File: config.mk
export PLATFORM = sky130hd
export DESIGN_NAME = gb_irq_ctrl_flat
export DESIGN_NICKNAME = d
export VERILOG_FILES = /design/src/rtl/gb_irq_pkg.sv /design/src/rtl/gb_irq_ctrl_if.sv /design/src/rtl/gb_irq_edge.sv /design/src/rtl/gb_irq_ctrl.sv /design/src/flat_wrapper.sv
export SDC_FILE = /design/constraint.sdc
export NUM_CORES = 1
export LEC_CHECK = 0
export BUFFER_PORTS_ARGS = -buffer_cell sky130_fd_sc_hd__buf_2
export CELL_PAD_IN_SITES_DETAIL_PLACEMENT = 0
export CELL_PAD_IN_SITES_GLOBAL_PLACEMENT = 2
export CORE_ASPECT_RATIO = 1.1
export CORE_UTILIZATION = 25
export CTS_CLUSTER_SIZE = 28
export DETAILED_ROUTE_END_ITERATION = 12
export PLACE_DENSITY = 0.8
export SLEW_MARGIN = 10
export SYNTH_ARGS = -nofsm -noshare
export SYNTH_HDL_FRONTEND = slang
export SYNTH_HIERARCHICAL = 1
export SYNTH_SLANG_ARGS = --single-unit
File: constraint.sdc
create_clock -name clk -period 1.2 [get_ports clk]
set_input_delay 0.12 -clock clk [delete_from_list [all_inputs] [get_ports clk]]
set_output_delay 0.12 -clock clk [all_outputs]
set_load 0.05 [all_outputs]
File: src/rtl/gb_irq_pkg.sv
// rtl/gb_irq_pkg.sv - DMG interrupt constants and priority helper
package gb_irq_pkg;

    localparam int         DMG_NUM_IRQ    = 5;
    localparam logic [7:0] DMG_VEC_BASE   = 8'h40;
    localparam logic [7:0] DMG_VEC_STRIDE = 8'd8;
    localparam logic [7:0] DMG_IDLE_VEC   = 8'h55;

    typedef enum logic [2:0] {
        SRC_VBLANK = 3'd0,
        SRC_LCDC   = 3'd1,
        SRC_TIMER  = 3'd2,
        SRC_SERIAL = 3'd3,
        SRC_JOYPAD = 3'd4
    } dmg_src_e;

    // Index of the lowest set bit; 0 when nothing is set.
    function automatic logic [2:0] lowest_set(input logic [7:0] v);
        logic [2:0] idx;
        idx = 3'd0;
        for (int i = 7; i >= 0; i--) begin
            if (v[i]) idx = 3'(i);
        end
        return idx;
    endfunction

endpackage

File: src/rtl/gb_irq_ctrl_if.sv
// rtl/gb_irq_ctrl_if.sv - CPU register, event and acknowledge bundle for gb_irq_ctrl
interface gb_irq_ctrl_if
    import gb_irq_pkg::*;
#(
    parameter int NUM_IRQ = DMG_NUM_IRQ
);
    logic [NUM_IRQ-1:0] src;
    logic               cpu_sel_ie;
    logic               cpu_sel_if;
    logic               cpu_wr;
    logic [7:0]         cpu_di;
    logic [7:0]         ie_do;
    logic [7:0]         if_do;
    logic               irq_ack;
    logic               irq_n;
    logic [7:0]         irq_vec;
    logic [2:0]         irq_id;

    modport master (
        output src, cpu_sel_ie, cpu_sel_if, cpu_wr, cpu_di, irq_ack,
        input  ie_do, if_do, irq_n, irq_vec, irq_id
    );

    modport slave (
        input  src, cpu_sel_ie, cpu_sel_if, cpu_wr, cpu_di, irq_ack,
        output ie_do, if_do, irq_n, irq_vec, irq_id
    );
endinterface

File: src/rtl/gb_irq_edge.sv
// rtl/gb_irq_edge.sv - synchroniser plus single-polarity edge detector for one source
module gb_irq_edge #(
    parameter int   SYNC_STAGES = 2,
    parameter logic POL         = 1'b1
) (
    input  logic clk,
    input  logic reset_n,
    input  logic din,
    output logic evt
);
    logic synced;
    logic hist;

    generate
        if (SYNC_STAGES == 0) begin : g_nosync
            assign synced = din;
        end else begin : g_sync
            logic [SYNC_STAGES-1:0] sr;

            always_ff @(posedge clk or negedge reset_n) begin
                if (!reset_n) begin
                    sr <= '0;
                end else begin
                    sr[0] <= din;
                    for (int k = 1; k < SYNC_STAGES; k++) begin
                        sr[k] <= sr[k-1];
                    end
                end
            end

            assign synced = sr[SYNC_STAGES-1];
        end
    endgenerate

    always_ff @(posedge clk or negedge reset_n) begin
        if (!reset_n) hist <= 1'b0;
        else          hist <= synced;
    end

    assign evt = (synced != hist) && (synced == POL);

endmodule

File: src/rtl/gb_irq_ctrl.sv
// rtl/gb_irq_ctrl.sv - IE/IF registers, source capture, priority and acknowledge vector latch
module gb_irq_ctrl
    import gb_irq_pkg::*;
#(
    parameter int                 NUM_IRQ     = DMG_NUM_IRQ,
    parameter logic [7:0]         VEC_BASE    = DMG_VEC_BASE,
    parameter logic [7:0]         VEC_STRIDE  = DMG_VEC_STRIDE,
    parameter logic [7:0]         IDLE_VEC    = DMG_IDLE_VEC,
    parameter logic [NUM_IRQ-1:0] EDGE_MASK   = NUM_IRQ'(5'b10001),
    parameter logic [NUM_IRQ-1:0] EDGE_POL    = NUM_IRQ'(5'b00001),
    parameter int                 SYNC_STAGES = 2
) (
    input  logic          clk,
    input  logic          reset_n,
    gb_irq_ctrl_if.slave  bus
);
    logic [NUM_IRQ-1:0] ie_r;
    logic [NUM_IRQ-1:0] if_r;
    logic [NUM_IRQ-1:0] if_nxt;
    logic [NUM_IRQ-1:0] evt;
    logic [NUM_IRQ-1:0] pend;
    logic               ack_d;
    logic               ack_rise;
    logic               ack_fall;
    logic [7:0]         lat_vec;
    logic [2:0]         lat_id;
    logic [7:0]         live_vec;
    logic [2:0]         live_id;

    genvar gi;
    generate
        for (gi = 0; gi < NUM_IRQ; gi++) begin : g_src
            if (EDGE_MASK[gi]) begin : g_edge
                gb_irq_edge #(
                    .SYNC_STAGES (SYNC_STAGES),
                    .POL         (EDGE_POL[gi])
                ) u_edge (
                    .clk     (clk),
                    .reset_n (reset_n),
                    .din     (bus.src[gi]),
                    .evt     (evt[gi])
                );
            end else begin : g_pulse
                assign evt[gi] = bus.src[gi];
            end
        end
    endgenerate

    assign pend     = ie_r & if_r;
    assign live_id  = lowest_set(8'(pend));
    assign live_vec = (|pend) ? (VEC_BASE + 8'(live_id) * VEC_STRIDE) : IDLE_VEC;

    assign ack_rise = bus.irq_ack && !ack_d;
    assign ack_fall = !bus.irq_ack && ack_d;

    // Ordering sets precedence: ack clear, then CPU write, then events OR'd on top.
    always_comb begin
        if_nxt = if_r;
        if (ack_fall && (lat_vec != IDLE_VEC)) begin
            for (int i = 0; i < NUM_IRQ; i++) begin
                if (3'(i) == lat_id) if_nxt[i] = 1'b0;
            end
        end
        if (bus.cpu_sel_if && bus.cpu_wr) begin
            if_nxt = bus.cpu_di[NUM_IRQ-1:0];
        end
        if_nxt = if_nxt | evt;
    end

    always_ff @(posedge clk or negedge reset_n) begin
        if (!reset_n) begin
            ie_r    <= '0;
            if_r    <= '0;
            ack_d   <= 1'b0;
            lat_vec <= IDLE_VEC;
            lat_id  <= 3'd0;
        end else begin
            if (bus.cpu_sel_ie && bus.cpu_wr) begin
                ie_r <= bus.cpu_di[NUM_IRQ-1:0];
            end
            if_r  <= if_nxt;
            ack_d <= bus.irq_ack;
            if (ack_rise) begin
                lat_vec <= live_vec;
                lat_id  <= live_id;
            end
        end
    end

    always_comb begin
        bus.ie_do                = 8'h00;
        bus.ie_do[NUM_IRQ-1:0]   = ie_r;
        bus.if_do                = 8'hFF;
        bus.if_do[NUM_IRQ-1:0]   = if_r;
    end

    // The first acknowledge cycle still shows the live vector; the latch takes it at that edge.
    assign bus.irq_vec = (bus.irq_ack && ack_d) ? lat_vec : live_vec;
    assign bus.irq_n   = ~|pend;
    assign bus.irq_id  = live_id;

endmodule

File: src/flat_wrapper.sv
// flat-port wrapper written by rule: the top's interface ports become plain ports
module gb_irq_ctrl_flat import gb_irq_pkg::*;
#(
    parameter int                 NUM_IRQ     = DMG_NUM_IRQ,
    parameter logic [7:0]         VEC_BASE    = DMG_VEC_BASE,
    parameter logic [7:0]         VEC_STRIDE  = DMG_VEC_STRIDE,
    parameter logic [7:0]         IDLE_VEC    = DMG_IDLE_VEC,
    parameter logic [NUM_IRQ-1:0] EDGE_MASK   = NUM_IRQ'(5'b10001),
    parameter logic [NUM_IRQ-1:0] EDGE_POL    = NUM_IRQ'(5'b00001),
    parameter int                 SYNC_STAGES = 2
)
  (clk, reset_n, bus_src, bus_cpu_sel_ie, bus_cpu_sel_if, bus_cpu_wr, bus_cpu_di, bus_irq_ack, bus_ie_do, bus_if_do, bus_irq_n, bus_irq_vec, bus_irq_id);
  gb_irq_ctrl_if #(.NUM_IRQ(NUM_IRQ)) bus_i ();
  input  logic clk;
  input  logic reset_n;
  input wire logic [$bits(bus_i.src)-1:0] bus_src;
  input wire logic [$bits(bus_i.cpu_sel_ie)-1:0] bus_cpu_sel_ie;
  input wire logic [$bits(bus_i.cpu_sel_if)-1:0] bus_cpu_sel_if;
  input wire logic [$bits(bus_i.cpu_wr)-1:0] bus_cpu_wr;
  input wire logic [$bits(bus_i.cpu_di)-1:0] bus_cpu_di;
  input wire logic [$bits(bus_i.irq_ack)-1:0] bus_irq_ack;
  output wire logic [$bits(bus_i.ie_do)-1:0] bus_ie_do;
  output wire logic [$bits(bus_i.if_do)-1:0] bus_if_do;
  output wire logic [$bits(bus_i.irq_n)-1:0] bus_irq_n;
  output wire logic [$bits(bus_i.irq_vec)-1:0] bus_irq_vec;
  output wire logic [$bits(bus_i.irq_id)-1:0] bus_irq_id;
  assign bus_i.src = bus_src;
  assign bus_i.cpu_sel_ie = bus_cpu_sel_ie;
  assign bus_i.cpu_sel_if = bus_cpu_sel_if;
  assign bus_i.cpu_wr = bus_cpu_wr;
  assign bus_i.cpu_di = bus_cpu_di;
  assign bus_i.irq_ack = bus_irq_ack;
  assign bus_ie_do = bus_i.ie_do;
  assign bus_if_do = bus_i.if_do;
  assign bus_irq_n = bus_i.irq_n;
  assign bus_irq_vec = bus_i.irq_vec;
  assign bus_irq_id = bus_i.irq_id;
  gb_irq_ctrl #(.NUM_IRQ(NUM_IRQ), .VEC_BASE(VEC_BASE), .VEC_STRIDE(VEC_STRIDE), .IDLE_VEC(IDLE_VEC), .EDGE_MASK(EDGE_MASK), .EDGE_POL(EDGE_POL), .SYNC_STAGES(SYNC_STAGES)) u_core (.clk(clk), .reset_n(reset_n), .bus(bus_i));
endmodule
==> flow_summary.ini <==
[pwr]
clock_power_share = 0.232
total_power_mw = 3.05
internal-power_mw = 1.91
swShare = 0.373
share_comb_of_total_power = 0.427
p_per_area_nw_per_um2 = 1620
switchingPower_mw = 1.14
ir_worst_vdd_v = 0.000617
power.leakage_nw = 0.874
power_frac_seq = 0.342

[run_status]
status = finished with violations
failed_checks = setup timing

[clock_tree]
cts_inserted_buffers = 3
clkSlewWorstSetupHoldPaths_ns = 0.09
cts_buffer_depth = 2
cts_htree_levels = 1
cts_tree = done
cts_root_buf = clkbuf_8
clk_latency_ns = 0.27
clock_sinks = 24

[cells_and_area]
drive_above_1_share = 0.647
n_antenna_cell = 0
layout_common_cells = buf_4, buf_2, nand2_1, buf_6, dfrtp_1
final_common_cell = buf_4
final_nets = 190
design_area_um2 = 1880
final_util = 0.429
n_fill_cell = 434
area_delta_synth_final_pct = 61.3

[synth]
ys_ff_latch = 24
yosysTopAreaCell = dfrtp_1
synth_area_leaders = dfrtp_1, buf_4, mux2_2
synth.avg_cell_area_um2 = 10.8
syn_inst = 108
yosysTopAreaCellShare = 0.473
yosysWarnings = 6
ys_seq_area_frac = 0.518
netlist_area_um2 = 1160
synth_cell_type_count = 35

[floorplan]
core_area_um2 = 4380
die_area_um2 = 4940
start_util = 0.266
die_h_um = 73.6
ios = 47
dieWidth_um = 67.1
rows = 25

[critical_path]
cp.arrival_ns = 1.52
crit_family = compound AO/OA/AOI/OAI gates
critPathRequiredTime_ns = 1.08
cp_max_fo = 4
worstSetupPathType = register to output port
critPathSlowestCell = dfrtp_2
cp_slowest_stage_delay_ns = 0.42
critPathBufInv = 1
path_cells = a22oi_2 -> nand4_1 -> o21ai_2 -> buf_6
end_kind = output port
cp-start-kind = register

[run]
max_cap_viol_count = 0

[timing]
fin_ws_ns = -0.439
fin_crit_sh = 1.37
slew_headroom = 0.650
worst_slew_pin_slew_ns = 0.525
setup_viol = 16
grt_setup_unrepaired = yes
timing.fmax_ghz = 0.610
hold_viol = 0
skew_ns = 0.00265
period_minus_slack_ns = 1.64
finalMaxSlewViolations = 0

[detailed_routing]
routedWlPerCell_um = 13.8
dr.pass1.iters = 4
vias = 1013
antenna_left = 0
drc = 0
drt-initial-drc-count = 21
viasPerCell = 4.52
wirelength_um = 3080

[placement]
pre_cts_ws_ns = -0.217
routabilityCongestion = 0.777
place_area_um2 = 1570
dp_hpwl_um = 2340
io_buffers = 34

[grt]
grt_pass1_wl_um = 4700
grt_max_degree = 25
grt_overflow = 0
grt_usage = 0.130
grt_pass1_vias = 931
grt_antenna_before_repair = 0

[min_path]
hold_class = primary input to register
[synth_stat cells]
cell type  number
a211oi_1        1
a21o_1          2
a21oi_1         1
a22o_1          1
a22oi_1         2
a311o_1         1
a311o_2         1
a31o_2          1
a31oi_1         3
a32oi_1         1
and2_1          2
and3_1          1
and3_2          2
and3b_1         1
and4b_1         1
buf_4          10
clkbuf_1        2
conb_1          2
dfrtp_1        22
dfstp_2         2
inv_1           2
mux2_2          6
mux2_4          1
nand2_1        15
nand2_4         1
nand2b_1        1
nand3_1         2
nand4_1         1
nand4bb_1       1
nor2_1          1
nor2b_1         1
nor2b_4         2
nor3b_1         1
nor4b_1         1
o21ai_0        13
[kinds of logic after synthesis]
family	after synthesis	synth area share
compound gates	27	0.149
flops	24	0.518
mux	7	0.0709
other cells	2	0.00645
simple gates	34	0.178
buf+inv	14	0.0773
[metal layers]
layer | share of wire | up-vias | track usage
li1 | - | 491 | -
met1 | 0.44 | 480 | 0.173
met2 | 0.50 | 38 | 0.209
met3 | 0.043 | 4 | 0.0217
met4 | 0.016 | 0 | 0.0496
met5 | 0 | - | 0
[metrics by stage]
stage	hold slack (ns)	std cells	TNS (ns)
2_1_floorplan	-0.176	115	-2.75
6_report	0.0419	224	-3.80
3_5_place_dp	0.139	212	-1.52
4_1_cts	0.0109	221	-3.76
3_3_place_gp	0.129	212	-1.05
5_1_grt	0.0286	224	-5.10
[what timing repair did]
action                                  in CTS  in global routing
hold buffers                                 3                  0
endpoints found under the setup margin      17                 23
buffers inserted                             2                  5
pin swaps                                    4                  7
resized for setup                           26                 29
hold endpoints to repair                    24                  0
[flip-flops by register name, indices dropped and copies added (netlist names)]
signal / cells
u_core/ie_r: 5
u_core/if_r: 5
u_core/g_src.g_edge.u_edge/g_sync.sr: 4
u_core/lat_vec: 4
u_core/lat_id: 3
u_core/g_src.g_edge.u_edge/hist: 2
u_core/ack_d: 1
[path summary, 6_finish.rpt]
path	startpoint	endpoint	slack, ns	cells after the start
setup reg to reg	u_core/if_r[3]$_DFF_PN0_	u_core/if_r[3]$_DFF_PN0_	-0.23	5
setup / recovery	u_core/ie_r[1]$_DFFE_PN0P_	bus_irq_vec[5]	-0.44	4
hold reg to reg	u_core/g_src[0].g_edge.u_edge/g_sync.sr[0]$_DFF_PN0_	u_core/g_src[0].g_edge.u_edge/g_sync.sr[1]$_DFF_PN0_	0.35	0
hold / removal	bus_irq_ack	u_core/ack_d$_DFF_PN0_	0.04	1
min in group asynchronous	reset_n	u_core/lat_vec[5]$_DFFE_PN0P_	0.35	2
max in group asynchronous	reset_n	u_core/if_r[3]$_DFF_PN0_	0.46	2
[worst reg2reg max path, delay by kind of cell, from the launching register on]
family                 cells  cell delay [ns]
buffers and inverters      2             0.24
AND/OR/NAND/NOR            1             0.11
AO/OA/AOI/OAI              1             0.27
multiplexers               1             0.25
flip-flops                 1             0.44
[area by class of cell]
cell class                      count  area [um^2]  share of cell area
Clock buffer                        3         41.3              0.0220
Clock inverter                      1         30.0              0.0160
Inverter                            2         7.51             0.00399
Multi-Input combinational cell     77          619               0.330
Sequential cell                    24          616               0.328
Tap cell                           54         67.6              0.0360
Timing Repair Buffer               63          498               0.265
[power groups by stage]
| stage | combinational [mW] | clock [mW] | sequential (mW) |
|---|---|---|---|
| finish | 1.30 | 0.706 | 1.04 |
| global route | 1.38 | 0.762 | 1.06 |
| CTS | 1.19 | 0.722 | 1.04 |
| detailed placement | 1.06 | 0 | 1.04 |
| global placement | 1.05 | 0 | 1.03 |
| floorplan | 0.573 | 0 | 1.20 |
(Power assumes the default switching activity.)
